$ cat config.mk
export PLATFORM = sky130hd
export DESIGN_NAME = bp_io_cmd_arbiter
export DESIGN_NICKNAME = d
export VERILOG_FILES = /design/src/rtl/bp_io_cmd_arbiter_pkg.sv /design/src/rtl/bsg_fifo_1r1w_small.sv /design/src/rtl/bp_io_cmd_arbiter.sv
export SDC_FILE = /design/constraint.sdc
export NUM_CORES = 1
export LEC_CHECK = 0
export ABC_AREA = 1
export ABC_CLOCK_PERIOD_IN_PS = 5800
export BUFFER_PORTS_ARGS = -buffer_cell sky130_fd_sc_hd__buf_2
export CORE_AREA = 10 10 249 251
export CTS_BUF_LIST = sky130_fd_sc_hd__clkbuf_4
export DETAILED_ROUTE_END_ITERATION = 7
export DIE_AREA = 0 0 259 261
export PLACE_DENSITY_LB_ADDON = 0.1
export SYNTH_ARGS = -nofsm -noshare
export SYNTH_HDL_FRONTEND = slang
export SYNTH_SLANG_ARGS = --single-unit
$ cat constraint.sdc
create_clock -name clk_i -period 5.8 [get_ports clk_i]
set_clock_uncertainty 0.15 [all_clocks]
set_input_delay 0.58 -clock clk_i [delete_from_list [all_inputs] [get_ports clk_i]]
set_output_delay 0.58 -clock clk_i [all_outputs]
set_load 0.02 [all_outputs]
$ cat src/rtl/bp_io_cmd_arbiter_pkg.sv
// bp_io_cmd_arbiter_pkg: shared sizing helper for the IO command arbiter and its order FIFO.
package bp_io_cmd_arbiter_pkg;

    // Index width that stays at least one bit, so single-entry configurations still elaborate.
    function automatic int safe_clog2(input int n);
        return (n > 1) ? $clog2(n) : 1;
    endfunction

endpackage

$ cat src/rtl/bsg_fifo_1r1w_small.sv
// bsg_fifo_1r1w_small: small one-read one-write FIFO with valid/ready in and valid/yumi out.
// Ports: clk_i, reset_i (async, active high); data_i/v_i/ready_o enqueue side;
//        data_o/v_o/yumi_i dequeue side (yumi_i only while v_o is high).
module bsg_fifo_1r1w_small
    import bp_io_cmd_arbiter_pkg::*;
#(
    parameter int width_p = 1,
    parameter int els_p   = 8
) (
    input  logic               clk_i,
    input  logic               reset_i,
    input  logic [width_p-1:0] data_i,
    input  logic               v_i,
    output logic               ready_o,
    output logic               v_o,
    output logic [width_p-1:0] data_o,
    input  logic               yumi_i
);
    localparam int pw = safe_clog2(els_p);
    localparam int cw = $clog2(els_p + 1);

    logic [width_p-1:0] mem [els_p];
    logic [pw-1:0]      rptr, wptr;
    logic [cw-1:0]      count;
    logic               enq, deq;

    assign ready_o = count != cw'(els_p);
    assign v_o     = count != '0;
    assign data_o  = mem[rptr];
    assign enq     = v_i & ready_o;
    assign deq     = yumi_i & v_o;

    // Pointers wrap explicitly so depths that are not a power of two work.
    function automatic logic [pw-1:0] bump(input logic [pw-1:0] p);
        return (p == pw'(els_p - 1)) ? '0 : p + 1'b1;
    endfunction

    always_ff @(posedge clk_i or posedge reset_i) begin
        if (reset_i) begin
            rptr  <= '0;
            wptr  <= '0;
            count <= '0;
        end else begin
            if (enq) wptr <= bump(wptr);
            if (deq) rptr <= bump(rptr);
            count <= count + cw'(enq) - cw'(deq);
        end
    end

    always_ff @(posedge clk_i) begin
        if (enq) mem[wptr] <= data_i;
    end

endmodule

$ cat src/rtl/bp_io_cmd_arbiter.sv
// bp_io_cmd_arbiter: round-robin arbiter sharing one credit-limited IO link among requesters,
// steering responses back in issue order.
// Ports: clk_i, reset_i (async, active high);
//        req_cmd_i/req_cmd_v_i/req_cmd_ready_o   per-requester commands in;
//        io_cmd_o/io_cmd_v_o/io_cmd_ready_i      arbitrated command to the link;
//        io_resp_i/io_resp_v_i/io_resp_yumi_o    responses from the link;
//        req_resp_o/req_resp_v_o/req_resp_yumi_i responses steered to the issuing requester;
//        credits_o outstanding commands; error_o sticky unexpected-response flag.
module bp_io_cmd_arbiter
    import bp_io_cmd_arbiter_pkg::*;
#(
    parameter int num_req_p     = 2,
    parameter int max_credits_p = 8,
    parameter int msg_width_p   = 128
) (
    input  logic                                  clk_i,
    input  logic                                  reset_i,
    input  logic [num_req_p-1:0][msg_width_p-1:0] req_cmd_i,
    input  logic [num_req_p-1:0]                  req_cmd_v_i,
    output logic [num_req_p-1:0]                  req_cmd_ready_o,
    output logic [msg_width_p-1:0]                io_cmd_o,
    output logic                                  io_cmd_v_o,
    input  logic                                  io_cmd_ready_i,
    input  logic [msg_width_p-1:0]                io_resp_i,
    input  logic                                  io_resp_v_i,
    output logic                                  io_resp_yumi_o,
    output logic [msg_width_p-1:0]                req_resp_o,
    output logic [num_req_p-1:0]                  req_resp_v_o,
    input  logic [num_req_p-1:0]                  req_resp_yumi_i,
    output logic [$clog2(max_credits_p+1)-1:0]    credits_o,
    output logic                                  error_o
);
    localparam int iw = safe_clog2(num_req_p);
    localparam int cw = $clog2(max_credits_p + 1);

    logic [iw-1:0] ptr, winner, head;
    logic          cmd_hs, head_v, fifo_ready, fifo_v;

    // Scan downward so the requester closest above ptr is the last (winning) assignment.
    always_comb begin
        winner = ptr;
        for (int k = num_req_p - 1; k >= 0; k--)
            if (req_cmd_v_i[(int'(ptr) + k) % num_req_p]) winner = iw'((int'(ptr) + k) % num_req_p);
    end

    // Credits are checked against the registered count only; a same-cycle pop does not free a slot.
    // The FIFO ready tracks the credit count exactly and is kept as a safety gate.
    assign io_cmd_v_o      = ~reset_i & (|req_cmd_v_i) & (credits_o < cw'(max_credits_p)) & fifo_ready;
    assign io_cmd_o        = req_cmd_i[winner];
    assign cmd_hs          = io_cmd_v_o & io_cmd_ready_i;
    assign req_cmd_ready_o = cmd_hs ? (num_req_p)'(1'b1) << winner : '0;

    assign head_v          = ~reset_i & io_resp_v_i & fifo_v;
    assign req_resp_o      = io_resp_i;
    assign req_resp_v_o    = head_v ? (num_req_p)'(1'b1) << head : '0;
    assign io_resp_yumi_o  = head_v & req_resp_yumi_i[head];

    bsg_fifo_1r1w_small #(
        .width_p(iw),
        .els_p  (max_credits_p)
    ) order_fifo (
        .clk_i  (clk_i),
        .reset_i(reset_i),
        .data_i (winner),
        .v_i    (cmd_hs),
        .ready_o(fifo_ready),
        .v_o    (fifo_v),
        .data_o (head),
        .yumi_i (io_resp_yumi_o)
    );

    always_ff @(posedge clk_i or posedge reset_i) begin
        if (reset_i) begin
            ptr       <= '0;
            credits_o <= '0;
            error_o   <= 1'b0;
        end else begin
            if (cmd_hs) ptr <= (winner == iw'(num_req_p - 1)) ? '0 : winner + 1'b1;
            if (cmd_hs & ~io_resp_yumi_o) credits_o <= credits_o + 1'b1;
            else if (~cmd_hs & io_resp_yumi_o) credits_o <= credits_o - 1'b1;
            if (io_resp_v_i & ~fifo_v) error_o <= 1'b1;
        end
    end

endmodule

## After elaboration in Yosys (flattened, before gate mapping)

Memory sizes are Yosys's and may differ from the RTL's.
Index checks and enable logic that the tools add are counted.

| operators by class | value |
|---|---|
| add/sub/neg operators | 8 |
| magnitude comparators | 5 |
| equality and inequality tests | 3 |
| shift-type cells | 2 |
| muxes and demuxes | 20 |
| bitwise gates (word level) | 17 |
| reductions and logical operators | 3 |

Operators with widths:

| cell | number |
|---|---|
| 128-bit 2-to-1 mux | 2 |
| 1-bit AND | 12 |
| 1-bit 2-to-1 mux | 12 |
| 4-bit 2-to-1 mux | 2 |
| 3-bit by 1-bit adder with 3-bit output (second input constant) | 2 |
| 3-bit equality test (second input constant) | 2 |
| 1-bit by 2-bit < comparator with 1-bit output (second input constant) | 3 |
| 3-bit 2-to-1 mux | 2 |
| 4-bit by 1-bit adder with 4-bit output | 1 |
| 4-bit by 1-bit adder with 4-bit output (second input constant) | 1 |
| 4-bit < comparator (second input constant) | 1 |
| 2-bit 2-to-1 mux | 2 |
| 4-bit != test (second input constant) | 1 |
| 1-bit inverter | 4 |
| 4-bit nonzero test | 1 |
| 1-bit by 1-bit left shift with 2-bit output (first input constant) | 2 |
| 4-bit by 1-bit subtractor with 4-bit output | 1 |
| 4-bit by 1-bit subtractor with 4-bit output (second input constant) | 1 |
| 2-bit by 3-bit < comparator with 1-bit output (second input constant) | 1 |
| 1-bit adder (second input constant) | 2 |
| 2-bit nonzero test | 1 |
| 2-bit OR reduction | 1 |
| 1-bit AND (first input constant) | 1 |

| word-level totals | value |
|---|---|
| bits in registers | 16 |
| memory bits (writable) | 8 |
| memories kept | 1 |

Memory list:

| name | depth | width | rd ports | clocked after Yosys merged registers in | write ports | line | text |
|---|---|---|---|---|---|---|---|
| order_fifo.mem | 8 | 1 | 1 | 0 | 1 | bsg_fifo_1r1w_small.sv:22 | `logic [width_p-1:0] mem [els_p];` |

## Logic depth before layout (Yosys ltp)

| logic depth | value |
|---|---|
| word-level depth | 9 |
| gate-level depth with buffers | 16 |

## By module

Synthesis repeated with hierarchy kept, for this count alone.

| unflattened totals | value |
|---|---|
| cells, all modules | 715 |
| area total of the unflattened synthesis | 4086.4 um^2 |

By module, submodules not included:

| module | instances | cells each | area an instance (um^2) |
|---|---|---|---|
| bp_io_cmd_arbiter | 1 | 607 | 3022.9 |
| bsg_fifo_1r1w_small | 1 | 108 | 1063.5 |

## Worst setup path after synthesis

No wires, ideal clock.

| timing | value |
|---|---|
| path type | input port to flip-flop |
| from | input port reset_i |
| to | register credits_o[3] |
| arrival | 2.570 ns |
| slack | 2.950 ns |
| stages on the path | 12 |
| buffers on the path | 0 |
| cells stage by stage | inv_1 -> nand2_1 -> nor2_1 -> nand2_2 -> ha_1 -> inv_1 -> ha_1 -> a21oi_1 -> nand2_1 -> a21oi_1 -> o21ai_0 -> xnor2_1 |

| between the ends | value |
|---|---|
| word-level cells in the longest chain between the ends | 8 |

RTL lines:

| item | line | text |
|---|---|---|
| start, declared | bp_io_cmd_arbiter.sv:17 | `input logic reset_i,` |
| 1-bit inverter * | bp_io_cmd_arbiter.sv:48, bp_io_cmd_arbiter.sv:53 |  |
| 1-bit AND (3 in series) | bp_io_cmd_arbiter.sv:48 | `assign io_cmd_v_o = ~reset_i & (\|req_cmd_v_i) & (credits_o < cw'(max_credits_p)) & fifo_ready;` |
| 1-bit AND | bp_io_cmd_arbiter.sv:50 | `assign cmd_hs = io_cmd_v_o & io_cmd_ready_i;` |
| 1-bit inverter | bp_io_cmd_arbiter.sv:80 | `else if (~cmd_hs & io_resp_yumi_o) credits_o <= credits_o - 1'b1;` |
| 1-bit AND | bp_io_cmd_arbiter.sv:80 |  |
| 2-bit nonzero test (no line) | -- |  |
| end signal, assigned | bp_io_cmd_arbiter.sv:79 | `if (cmd_hs & ~io_resp_yumi_o) credits_o <= credits_o + 1'b1;` |
| end signal, assigned | bp_io_cmd_arbiter.sv:80 |  |
| end, declared | bp_io_cmd_arbiter.sv:30 | `output logic [$clog2(max_credits_p+1)-1:0] credits_o,` |

Every way passes the cells marked *; elsewhere a longest branch is shown, timed or not.
A chain may end at the register's enable or synchronous reset.

## Worst setup path after layout

| timing | value |
|---|---|
| from | register ptr |
| to | output port io_cmd_o[39] |

| between the ends | value |
|---|---|
| word-level cells in the longest chain between the ends | 8 |

RTL lines:

| item | line | text |
|---|---|---|
| start, declared | bp_io_cmd_arbiter.sv:36 | `logic [iw-1:0] ptr, winner, head;` |
| start signal, assigned | bp_io_cmd_arbiter.sv:78 | `if (cmd_hs) ptr <= (winner == iw'(num_req_p - 1)) ? '0 : winner + 1'b1;` |
| 1-bit adder | bp_io_cmd_arbiter.sv:43 | `if (req_cmd_v_i[(int'(ptr) + k) % num_req_p]) winner = iw'((int'(ptr) + k) % num_req_p);` |
| 1-bit 2-to-1 mux (implied by the code) (3 in series) | bp_io_cmd_arbiter.sv:43 |  |
| 1-bit 2-to-1 mux | bp_io_cmd_arbiter.sv:43 |  |
| 1-bit 2-to-1 mux * | bp_io_cmd_arbiter.sv:43 |  |
| 128-bit 2-to-1 mux (implied by the code) * (2 in series) | bp_io_cmd_arbiter.sv:49 | `assign io_cmd_o = req_cmd_i[winner];` |
| end, declared | bp_io_cmd_arbiter.sv:21 | `output logic [msg_width_p-1:0] io_cmd_o,` |

Every way passes the cells marked *; elsewhere a longest branch is shown, timed or not. The select of a mux whose other input is x is not followed.

==> metrics.yaml <==
path_buf_inv: 2
synth_nets: 1106
critical_path_class: "reg2out"
multi_input_area_um2: 2100
place_congestion: 0.727
worstPathArrival_ns: 2.49
hold_violations: 0
grtUsageMet3_pct: 4.35
cts_tree: "yes"
max_freq_mhz: 311
synth_area_um2: 3980
cts_resized: 0
drtPass1Iterations: 4
initial_utilization_pct: 6.96
slowest_stage: "buf_4"
grt_pass1_vias: 5226
nFillCells: 6832
die_h_um: 261
rows: 88
cts-buffers-inserted: 3
area_growth_pct: 49.1
crit_path_end_kind: "output port"
pre_cts_ws_ns: 2.26
yosysTopAreaCell: "nand2_1"
routed_wl_um: 25900
dpl.hpwl_um: 22700
synthDistinctLibCells: 24
slew_viol_final: 0
cts_root_buffer: "clkbuf_4"
cts_sinks: 24
synth_edf_count: 8
met2_usage_pct: 12.7
worst_slew_pin_slew_ns: 0.739
synth-main-ff-cell: "dfrtp_1"
antenna_found_initial: 2
overflow: 0
drc: 0
cp_top_family: "buffers and inverters"
power_mw: 1.84
r2r_cells: 13
regArea_um2: 641
grt_first_pass_wirelength_um: 35100
synthCells: 699
synthTopCellsByArea: "nand2_1 (39%), buf_4 (26%), dfrtp_1 (10%), edfxtp_1 (6.0%), ha_1 (4.1%)"
synth_top_area_share_pct: 38.6
fin_crit_ns: 3.22
postCtsSetupRepairBufs: 0
grt_use_total_pct: 6.86
critical_path_required_ns: 5.07
cp_slowest_stage_delay_ns: 0.62
whs_ns: 0.203
hp-class: "in2async"
path_common_cell: "nand2_1"
p_per_area_nw_per_um2: 310
start_kind: "register"
drive_above_1_share_pct: 44.8
grt_busiest_layer: "met2"
htree_levels: 1
grtUsageMet1_pct: 6.35
setup_violations: 0
cap_violations: 0
path_depth: 5
rsz0062_at_grt: "false"
power_leakage_nw: 3.51
slew_headroom_pct: 50.7
chipWidth_um: 259
drt_iter0_drc: 213
clockBufferDepth: 2
clock_latency_ns: 0.33
drtAntennaViolNets: 0
final_core_util_pct: 10.4
path_cells: "o21ai_4 > buf_4 > nand2_1 > nand2_1 > buf_2"
ys_warn_count: 0
final_nets: 1361
outcome: "complete, no violations"
io_buffers: 402
grt_start_max_net_pins: 64
crit_path_max_fanout: 57
core_region_area_um2: 57100
ys_seq_area_share_pct: 16.1
tns_ns: 0
wl_per_cell_um: 15.0
io-pin-count: 659
synth_seq_cells: 24
via_per_inst: 2.86
hold_buffers: 0
vdd_drop_max_mv: 0.142
synthArstFlopShare_pct: 66.7
worst_slack_ns: 2.58
min_period_over_period_pct: 55.5
vias: 4910
avgSynthCellArea_um2: 5.69
clk_transition_reported_paths_ns: 0.16
die_area_um2: 67600
[through the flow]
stage               cells  instance area (um^2)
floorplan             699                  3980
global placement     1714                  5880
detailed placement   1714                  5880
CTS                  1718                  5930
global route         1718                  5930
finish               1719                  5930
[state kept, by name (all words and copies together), names as in the netlist]
signal	count
order_fifo.mem	8
credits_o	4
order_fifo.count	4
order_fifo.rptr	3
order_fifo.wptr	3
error_o	1
ptr	1
[kinds of logic (layout without fill, tap and decap cells)]
group	after synthesis	count (layout)	synth area share, %
other	0	1	0
xor gates and xnor gates	5	5	1.10
muxes	1	1	0.283
buffers and inverters	189	443	31.3
DFF	24	24	16.1
adders and majority gates	15	15	5.09
AOI/OAI and AO/OA	12	12	1.70
and+or+nand+nor	453	453	44.4
[placed cells by master, fill, tap and decap left out, types with 6 or more instances in the layout]
cell	n
nand2_1	409
buf_2	402
inv_1	29
nor2_1	16
dfrtp_1	16
nand3_1	15
ha_1	13
edfxtp_1	8
nand2_2	6
o21ai_0	6
[layout make-up]
cell class / instances / share of cell area, %
clock buffer: 3 / 0.380
multi-input combinational: 486 / 35.4
antenna: 1 / 0.0422
inverter: 33 / 2.13
sequential: 24 / 10.8
clock inverter: 1 / 0.506
timing repair buffer: 406 / 34.6
tap: 765 / 16.1
[routing by layer]
layer,vias to the layer above,part of all wire [%]
met4,0,1.7
met2,357,52
met1,2057,33
met3,20,14
li1,2476,-
met5,-,0
[worst reg2reg max path, cell delays in order, from the launching register on]
cell and delay [ns]:
dfrtp_1 0.36, inv_1 0.07, ha_1 0.22, nor3b_1 0.14, nor2_1 0.40, nand2_2 0.14
ha_1 0.22, inv_1 0.14, ha_1 0.29, a21oi_1 0.15, nand2_1 0.08, a21oi_1 0.11
o21ai_0 0.12, xnor2_1 0.14
[Yosys cell counts (5+ instances only)]
cell type and count:
inv_1 29, edfxtp_1 8, dfrtp_1 16, buf_4 138
nand2_2 6, ha_1 13, nand3_1 15, nand2_1 409
buf_2 15, nor2_1 16, o21ai_0 6, xnor2_1 5
[power breakdown]
| part | internal, mW | switching [mW] | leakage [nW] |
|---|---|---|---|
| registers | 0.238 | 0.0685 | 0.265 |
| clock network | 0.0699 | 0.0595 | 0.0279 |
| logic | 0.471 | 0.935 | 3.22 |
| total | 0.778 | 1.06 | 3.51 |
[path summary, 6_finish.rpt]
| path | startpoint | endpoint | slack, ns |
|---|---|---|---|
| max | ptr | io_cmd_o[39] | 2.58 |
| min | reset_i | order_fifo.rptr[1] | 0.20 |
| max reg2reg | order_fifo.count[2] | credits_o[3] | 2.98 |
| min reg2reg | error_o | error_o | 0.41 |
| max in group asynchronous | reset_i | credits_o[3] | 4.83 |
| min in group clk_i | io_resp_v_i | error_o | 0.36 |
No activity file was read; power rests on OpenSTA's default activity.
